`config.mk`:
```
export PLATFORM = sky130hd
export DESIGN_NAME = multicycle_control_flat
export DESIGN_NICKNAME = d
export VERILOG_FILES = /design/src/rtl/multicycle_control_pkg.sv /design/src/rtl/multicycle_control_if.sv /design/src/rtl/multicycle_control_decode.sv /design/src/rtl/multicycle_control.sv /design/src/flat_wrapper.sv
export SDC_FILE = /design/constraint.sdc
export NUM_CORES = 1
export LEC_CHECK = 0
export CAP_MARGIN = 20
export CORE_MARGIN = 3
export CORE_UTILIZATION = 45
export CTS_CLUSTER_SIZE = 10
export DETAILED_ROUTE_END_ITERATION = 8
export DONT_BUFFER_PORTS = 1
export PLACE_DENSITY = 0.7
export SLEW_MARGIN = 30
export SYNTH_ARGS = -nofsm -noshare
export SYNTH_HDL_FRONTEND = slang
export SYNTH_SLANG_ARGS = --single-unit
```
`constraint.sdc`:
```
create_clock -name clk -period 4.05 [get_ports clk]
set_clock_uncertainty 0.1 [all_clocks]
set_input_delay 0.81 -clock clk [delete_from_list [all_inputs] [get_ports clk]]
set_output_delay 0.81 -clock clk [all_outputs]
set_load 0.02 [all_outputs]
```
`src/rtl/multicycle_control_pkg.sv`:
```
// Shared encodings for the multicycle controller: FSM states, opcodes, ALU_Op values,
// mux selects and the decoded control word.
package multicycle_control_pkg;

  localparam logic [3:0] S_FETCH    = 4'd0;
  localparam logic [3:0] S_DECODE   = 4'd1;
  localparam logic [3:0] S_EXEC_R   = 4'd2;
  localparam logic [3:0] S_EXEC_I   = 4'd3;
  localparam logic [3:0] S_EXEC_LUI = 4'd4;
  localparam logic [3:0] S_MEM_ADDR = 4'd5;
  localparam logic [3:0] S_MEM_RD   = 4'd6;
  localparam logic [3:0] S_MEM_WR   = 4'd7;
  localparam logic [3:0] S_WB_ALU   = 4'd8;
  localparam logic [3:0] S_WB_MEM   = 4'd9;
  localparam logic [3:0] S_TRAP     = 4'd10;

  localparam logic [6:0] OP_R     = 7'b0110011;
  localparam logic [6:0] OP_I     = 7'b0010011;
  localparam logic [6:0] OP_LUI   = 7'b0110111;
  localparam logic [6:0] OP_LOAD  = 7'b0000011;
  localparam logic [6:0] OP_STORE = 7'b0100011;

  typedef enum logic [2:0] {
    ALU_R    = 3'b000,
    ALU_I    = 3'b001,
    ALU_LUI  = 3'b010,
    ALU_ADD  = 3'b011,
    ALU_RSVD = 3'b100
  } alu_op_t;

  localparam logic [1:0] SRC_A_PC   = 2'b00;
  localparam logic [1:0] SRC_A_RS1  = 2'b01;
  localparam logic [1:0] SRC_A_ZERO = 2'b10;
  localparam logic [1:0] SRC_B_RS2  = 2'b00;
  localparam logic [1:0] SRC_B_IMM  = 2'b01;
  localparam logic [1:0] SRC_B_FOUR = 2'b10;

  typedef enum logic [2:0] {
    CLS_NONE, CLS_R, CLS_I, CLS_LUI, CLS_LOAD, CLS_STORE, CLS_ILLEGAL
  } op_class_t;

  typedef struct packed {
    logic       pc_write;
    logic       ir_write;
    logic       mem_read;
    logic       mem_write;
    logic       reg_write;
    logic [1:0] alu_src_a;
    logic [1:0] alu_src_b;
    logic [2:0] alu_op;
    logic       result_src;
    logic       instr_done;
    logic       illegal;
  } ctrl_t;

  function automatic op_class_t classify(input logic [6:0] op);
    case (op)
      OP_R:     return CLS_R;
      OP_I:     return CLS_I;
      OP_LUI:   return CLS_LUI;
      OP_LOAD:  return CLS_LOAD;
      OP_STORE: return CLS_STORE;
      default:  return CLS_ILLEGAL;
    endcase
  endfunction

endpackage

```
`src/rtl/multicycle_control_if.sv`:
```
// Control bundle between the multicycle controller (master) and the datapath (slave).
interface multicycle_control_if;
  logic [6:0] opcode_i;
  logic       mem_ready_i;
  logic       pc_write_o;
  logic       ir_write_o;
  logic       mem_read_o;
  logic       mem_write_o;
  logic       reg_write_o;
  logic [1:0] alu_src_a_o;
  logic [1:0] alu_src_b_o;
  logic [2:0] alu_op_o;
  logic       result_src_o;
  logic       instr_done_o;
  logic       illegal_o;

  modport master (
    input  opcode_i, mem_ready_i,
    output pc_write_o, ir_write_o, mem_read_o, mem_write_o, reg_write_o,
           alu_src_a_o, alu_src_b_o, alu_op_o, result_src_o, instr_done_o, illegal_o
  );

  modport slave (
    output opcode_i, mem_ready_i,
    input  pc_write_o, ir_write_o, mem_read_o, mem_write_o, reg_write_o,
           alu_src_a_o, alu_src_b_o, alu_op_o, result_src_o, instr_done_o, illegal_o
  );
endinterface

```
`src/rtl/multicycle_control_decode.sv`:
```
// Combinational state-to-control decoder; mem_ack only qualifies the handshake-completion
// strobes (IR/PC load in FETCH, retire in MEM_WR), everything else depends on state alone.
module multicycle_control_decode
  import multicycle_control_pkg::*;
(
  input  logic [3:0] state,
  input  logic       mem_ack,
  output ctrl_t      ctrl
);

  always_comb begin
    ctrl = '0;
    case (state)
      S_FETCH: begin
        ctrl.mem_read  = 1'b1;
        ctrl.alu_src_a = SRC_A_PC;
        ctrl.alu_src_b = SRC_B_FOUR;
        ctrl.alu_op    = ALU_ADD;
        ctrl.ir_write  = mem_ack;
        ctrl.pc_write  = mem_ack;
      end
      S_EXEC_R: begin
        ctrl.alu_src_a = SRC_A_RS1;
        ctrl.alu_src_b = SRC_B_RS2;
        ctrl.alu_op    = ALU_R;
      end
      S_EXEC_I: begin
        ctrl.alu_src_a = SRC_A_RS1;
        ctrl.alu_src_b = SRC_B_IMM;
        ctrl.alu_op    = ALU_I;
      end
      S_EXEC_LUI: begin
        ctrl.alu_src_a = SRC_A_ZERO;
        ctrl.alu_src_b = SRC_B_IMM;
        ctrl.alu_op    = ALU_LUI;
      end
      S_MEM_ADDR: begin
        ctrl.alu_src_a = SRC_A_RS1;
        ctrl.alu_src_b = SRC_B_IMM;
        ctrl.alu_op    = ALU_ADD;
      end
      S_MEM_RD: ctrl.mem_read = 1'b1;
      S_MEM_WR: begin
        ctrl.mem_write  = 1'b1;
        ctrl.instr_done = mem_ack;
      end
      S_WB_ALU: begin
        ctrl.reg_write  = 1'b1;
        ctrl.instr_done = 1'b1;
      end
      S_WB_MEM: begin
        ctrl.reg_write  = 1'b1;
        ctrl.result_src = 1'b1;
        ctrl.instr_done = 1'b1;
      end
      S_TRAP: ctrl.illegal = 1'b1;
      default: ctrl = '0;
    endcase
  end

endmodule

```
`src/rtl/multicycle_control.sv`:
```
// Multicycle CPU controller FSM: fetch/decode/execute/memory/write-back sequencing,
// memory waits stretch FETCH, MEM_RD and MEM_WR until mem_ready_i.
module multicycle_control
  import multicycle_control_pkg::*;
(
  input  logic                       clk,
  input  logic                       reset,
  multicycle_control_if.master       bus
);

  logic [3:0] state_q;
  logic [3:0] state_d;
  op_class_t  cls_q;
  ctrl_t      ctrl;
  logic       mem_ack;

  // A handshake seen while reset is held must not produce a write-enable pulse.
  assign mem_ack = bus.mem_ready_i & ~reset;

  always_comb begin
    state_d = S_FETCH;
    case (state_q)
      S_FETCH:  state_d = bus.mem_ready_i ? S_DECODE : S_FETCH;
      S_DECODE: begin
        case (classify(bus.opcode_i))
          CLS_R:     state_d = S_EXEC_R;
          CLS_I:     state_d = S_EXEC_I;
          CLS_LUI:   state_d = S_EXEC_LUI;
          CLS_LOAD,
          CLS_STORE: state_d = S_MEM_ADDR;
          default:   state_d = S_TRAP;
        endcase
      end
      S_EXEC_R, S_EXEC_I, S_EXEC_LUI: state_d = S_WB_ALU;
      S_MEM_ADDR: state_d = (cls_q == CLS_STORE) ? S_MEM_WR : S_MEM_RD;
      S_MEM_RD:   state_d = bus.mem_ready_i ? S_WB_MEM : S_MEM_RD;
      S_MEM_WR:   state_d = bus.mem_ready_i ? S_FETCH : S_MEM_WR;
      S_WB_ALU, S_WB_MEM: state_d = S_FETCH;
      S_TRAP:     state_d = S_TRAP;
      default:    state_d = S_FETCH;
    endcase
  end

  always_ff @(posedge clk or posedge reset) begin
    if (reset) begin
      state_q <= S_FETCH;
      cls_q   <= CLS_NONE;
    end else begin
      state_q <= state_d;
      if (state_q == S_DECODE)
        cls_q <= classify(bus.opcode_i);
    end
  end

  multicycle_control_decode u_decode (
    .state   (state_q),
    .mem_ack (mem_ack),
    .ctrl    (ctrl)
  );

  assign bus.pc_write_o   = ctrl.pc_write;
  assign bus.ir_write_o   = ctrl.ir_write;
  assign bus.mem_read_o   = ctrl.mem_read;
  assign bus.mem_write_o  = ctrl.mem_write;
  assign bus.reg_write_o  = ctrl.reg_write;
  assign bus.alu_src_a_o  = ctrl.alu_src_a;
  assign bus.alu_src_b_o  = ctrl.alu_src_b;
  assign bus.alu_op_o     = ctrl.alu_op;
  assign bus.result_src_o = ctrl.result_src;
  assign bus.instr_done_o = ctrl.instr_done;
  assign bus.illegal_o    = ctrl.illegal;

endmodule

```
`src/flat_wrapper.sv`:
```
// flat-port wrapper written by rule: the top's interface ports become plain ports
module multicycle_control_flat import multicycle_control_pkg::*;
  (clk, reset, bus_opcode_i, bus_mem_ready_i, bus_pc_write_o, bus_ir_write_o, bus_mem_read_o, bus_mem_write_o, bus_reg_write_o, bus_alu_src_a_o, bus_alu_src_b_o, bus_alu_op_o, bus_result_src_o, bus_instr_done_o, bus_illegal_o);
  multicycle_control_if bus_i ();
  input  logic clk;
  input  logic reset;
  input wire logic [$bits(bus_i.opcode_i)-1:0] bus_opcode_i;
  input wire logic [$bits(bus_i.mem_ready_i)-1:0] bus_mem_ready_i;
  output wire logic [$bits(bus_i.pc_write_o)-1:0] bus_pc_write_o;
  output wire logic [$bits(bus_i.ir_write_o)-1:0] bus_ir_write_o;
  output wire logic [$bits(bus_i.mem_read_o)-1:0] bus_mem_read_o;
  output wire logic [$bits(bus_i.mem_write_o)-1:0] bus_mem_write_o;
  output wire logic [$bits(bus_i.reg_write_o)-1:0] bus_reg_write_o;
  output wire logic [$bits(bus_i.alu_src_a_o)-1:0] bus_alu_src_a_o;
  output wire logic [$bits(bus_i.alu_src_b_o)-1:0] bus_alu_src_b_o;
  output wire logic [$bits(bus_i.alu_op_o)-1:0] bus_alu_op_o;
  output wire logic [$bits(bus_i.result_src_o)-1:0] bus_result_src_o;
  output wire logic [$bits(bus_i.instr_done_o)-1:0] bus_instr_done_o;
  output wire logic [$bits(bus_i.illegal_o)-1:0] bus_illegal_o;
  assign bus_i.opcode_i = bus_opcode_i;
  assign bus_i.mem_ready_i = bus_mem_ready_i;
  assign bus_pc_write_o = bus_i.pc_write_o;
  assign bus_ir_write_o = bus_i.ir_write_o;
  assign bus_mem_read_o = bus_i.mem_read_o;
  assign bus_mem_write_o = bus_i.mem_write_o;
  assign bus_reg_write_o = bus_i.reg_write_o;
  assign bus_alu_src_a_o = bus_i.alu_src_a_o;
  assign bus_alu_src_b_o = bus_i.alu_src_b_o;
  assign bus_alu_op_o = bus_i.alu_op_o;
  assign bus_result_src_o = bus_i.result_src_o;
  assign bus_instr_done_o = bus_i.instr_done_o;
  assign bus_illegal_o = bus_i.illegal_o;
  multicycle_control u_core (.clk(clk), .reset(reset), .bus(bus_i));
endmodule
```
==> reports/metrics.yaml <==
synth:
  avgSynthCellArea_sq_um: 7.85
  synthFlopType: "dfrtp_1"
  synth_top_cell_area_share_pct: 27.9
  seq_area_frac_synth_pct: 27.9
  syn_nets: 90
  yosysUniqueCellTypes: 33
  ys_warn_count: 0
  synth-edff-count: 0
  yosys-top-cells-area: "dfrtp_1 28%, nor2_1 6.6%, nand2b_1 5.0%, a21oi_1 4.8%, buf_4 3.6%"
  synth_area_leader_cell: "dfrtp_1"
  synth_area_sq_um: 628
  async_reset_ff_share_pct: 100
  syn_inst: 80
  ys_seq_elements: 7
global_route:
  grt_pass1_vias: 461
  track_usage_pct: 14.4
  grt_pass1_wl_um: 2030
  grt_overflow_total: 0
  grt_start_max_net_pins: 18
  antenna_found_initial: 0
drt:
  drc: 0
  first_iter_violations: 14
  wl_per_cell_um: 13.7
  vias: 546
  vias_per_cell: 5.87
  wl_um: 1280
  final_antenna_net_count: 0
  dr.pass1.iters: 4
timing:
  setup_viol: 0
  timing_worst_slew_pin_value_ps: 886
  setup_tns_ps: 0
  hold_viol: 0
  rsz0062_at_grt: "false"
  period_share_pct: 72.0
  max_slew_margin_pct: 40.4
  finalMaxSlewViolations: 0
  final.min_clock_period_ps: 2910
  max_freq_mhz: 343
die:
  fp.dieH_um: 43.4
  dieArea_sq_mm: 0.00188
  row_count: 12
  start_util_pct: 52.3
  ios: 25
  die_w_um: 43.4
  core_area_sq_mm: 0.00120
layout:
  syn2layout_area_growth_pct: 1.20
  final_cells: 93
  drive_above_1_share_pct: 10.1
  nets: 90
  final_core_util_pct: 52.9
  final_common_cell: "nor2_1"
  antenna_cells: 0
  final_cell_mix: "11 x nor2_1, 7 x dfrtp_1, 6 x a21oi_1, 5 x nand2b_1, 5 x nand2_1"
  design_area_sq_um: 636
cts:
  cts-root-buf: "clkbuf_4"
  cts_tree: "yes"
  postCtsSetupRepairBufs: 0
  cts_max_level: 1
  holdBufCountCts: 0
  clockBufferDepth: 2
  clk_pin_slew_ps: 60
  clk-insertion-delay-late_ps: 250
  cts_buffers: 3
  cts_sinks: 7
  cts_resized: 0
critical_path:
  crit_slowest_cell: "nor3b_1"
  arrival_ps: 2000
  required_ps: 3140
  cp_max_fo: 17
  cp-startpoint: "u_core.state_q[3]"
  r2r_start: "u_core.state_q[0]"
  max_stage_delay_ps: 730
  reg2reg_slack_ps: 2390
  path_cells: "nor3b_1 -> and2_1"
  crit_type: "flop to output port"
  endpoint_kind: "output port"
  setup.worst_path.start_class: "flop"
placed_design:
  gp_congestion: 0.772
  dp.cells: 89
  hpwl_um: 963
  port_buffers: 0
  dpl_cell_area_sq_um: 609
power:
  cellPowerDensity_mw_per_mm2: 625
  combPwrFrac_pct: 49.8
  pwr-share-seq_pct: 34.3
  power.switching_uw: 206
  leakage_uw: 0.000269
  internal_power_uw: 192
  p_clk_share_pct: 15.9
  max-vdd-ir-drop_mv: 0.387
  total_power_uw: 398
  sw_frac_of_total_pct: 51.8
outcome:
  status: "complete, no violations"
run:
  maxCapViolCount: 0
hold_path:
  hp-class: "primary input to asynchronous set/reset pin"
## metrics by stage
step / worst slack [ps] / hold WS (ps)
after floorplan: 1310 / 358
after global placement: 1430 / 377
after detailed placement: 1410 / 385
after CTS: 1130 / 279
after global routing: 1020 / 288
final: 1140 / 275
## cells by family after synthesis
family / share of synthesized area (%)
other: 0.597
AOI/OAI and AO/OA: 17.1
DFF: 27.9
muxes: 4.18
buffers and inverters: 8.76
and+or+nand+nor: 38.6
xor gates and xnor gates: 2.79
## flip-flops by register name, summed over array words and instances, names as in the netlist
signal / count
u_core.state_q: 4
u_core.cls_q: 3
## synth_stat cells, types with 3 or more instances
master / n
a31oi_1: 3
dfrtp_1: 7
nor3b_1: 3
a21oi_1: 6
buf_4: 3
nor4_1: 3
nand2b_1: 5
inv_1: 3
nor2b_1: 3
nor2_1: 11
nand2_1: 5
o21ai_0: 4
## critical path: cells and delay by family, from the launching register on
family           cells  cell delay (ps)
AND/OR/NAND/NOR      2             1080
flip-flops           1              670
## layer usage
layer  part of all wire [%]  routed length (um)  track usage (%)
met5                      0                   0                0
met3                    9.0                 115             8.71
met1                     47                 595             19.8
met4                      0                   0             1.81
met2                     44                 565             19.8
## final timing paths
kind	to	depth (start not counted)
worst max-delay path	bus_result_src_o	2
worst min-delay path	u_core.cls_q[1]	1
worst max register to register	u_core.cls_q[0]	3
worst min register to register	u_core.cls_q[0]	1
max in group asynchronous	u_core.cls_q[2]	1
min in group clk	u_core.cls_q[0]	1
## layout make-up
class	count	area [sq um]
fill	125	566
tap	14	17.5
timing repair buffer	1	7.51
multi-input combinational	64	398
clock buffer	4	26.3
inverter	3	11.3
sequential	7	175
## power groups by stage
| stage | logic, uW | registers [uW] | clock network (uW) |
|---|---|---|---|
| floorplan | 208 | 105 | 0 |
| global placement | 197 | 135 | 0 |
| detailed placement | 199 | 137 | 0 |
| CTS | 200 | 136 | 65.3 |
| global route | 217 | 142 | 68.3 |
| finish | 198 | 136 | 63.3 |
Note: power is estimated with default switching activity, not from simulation.
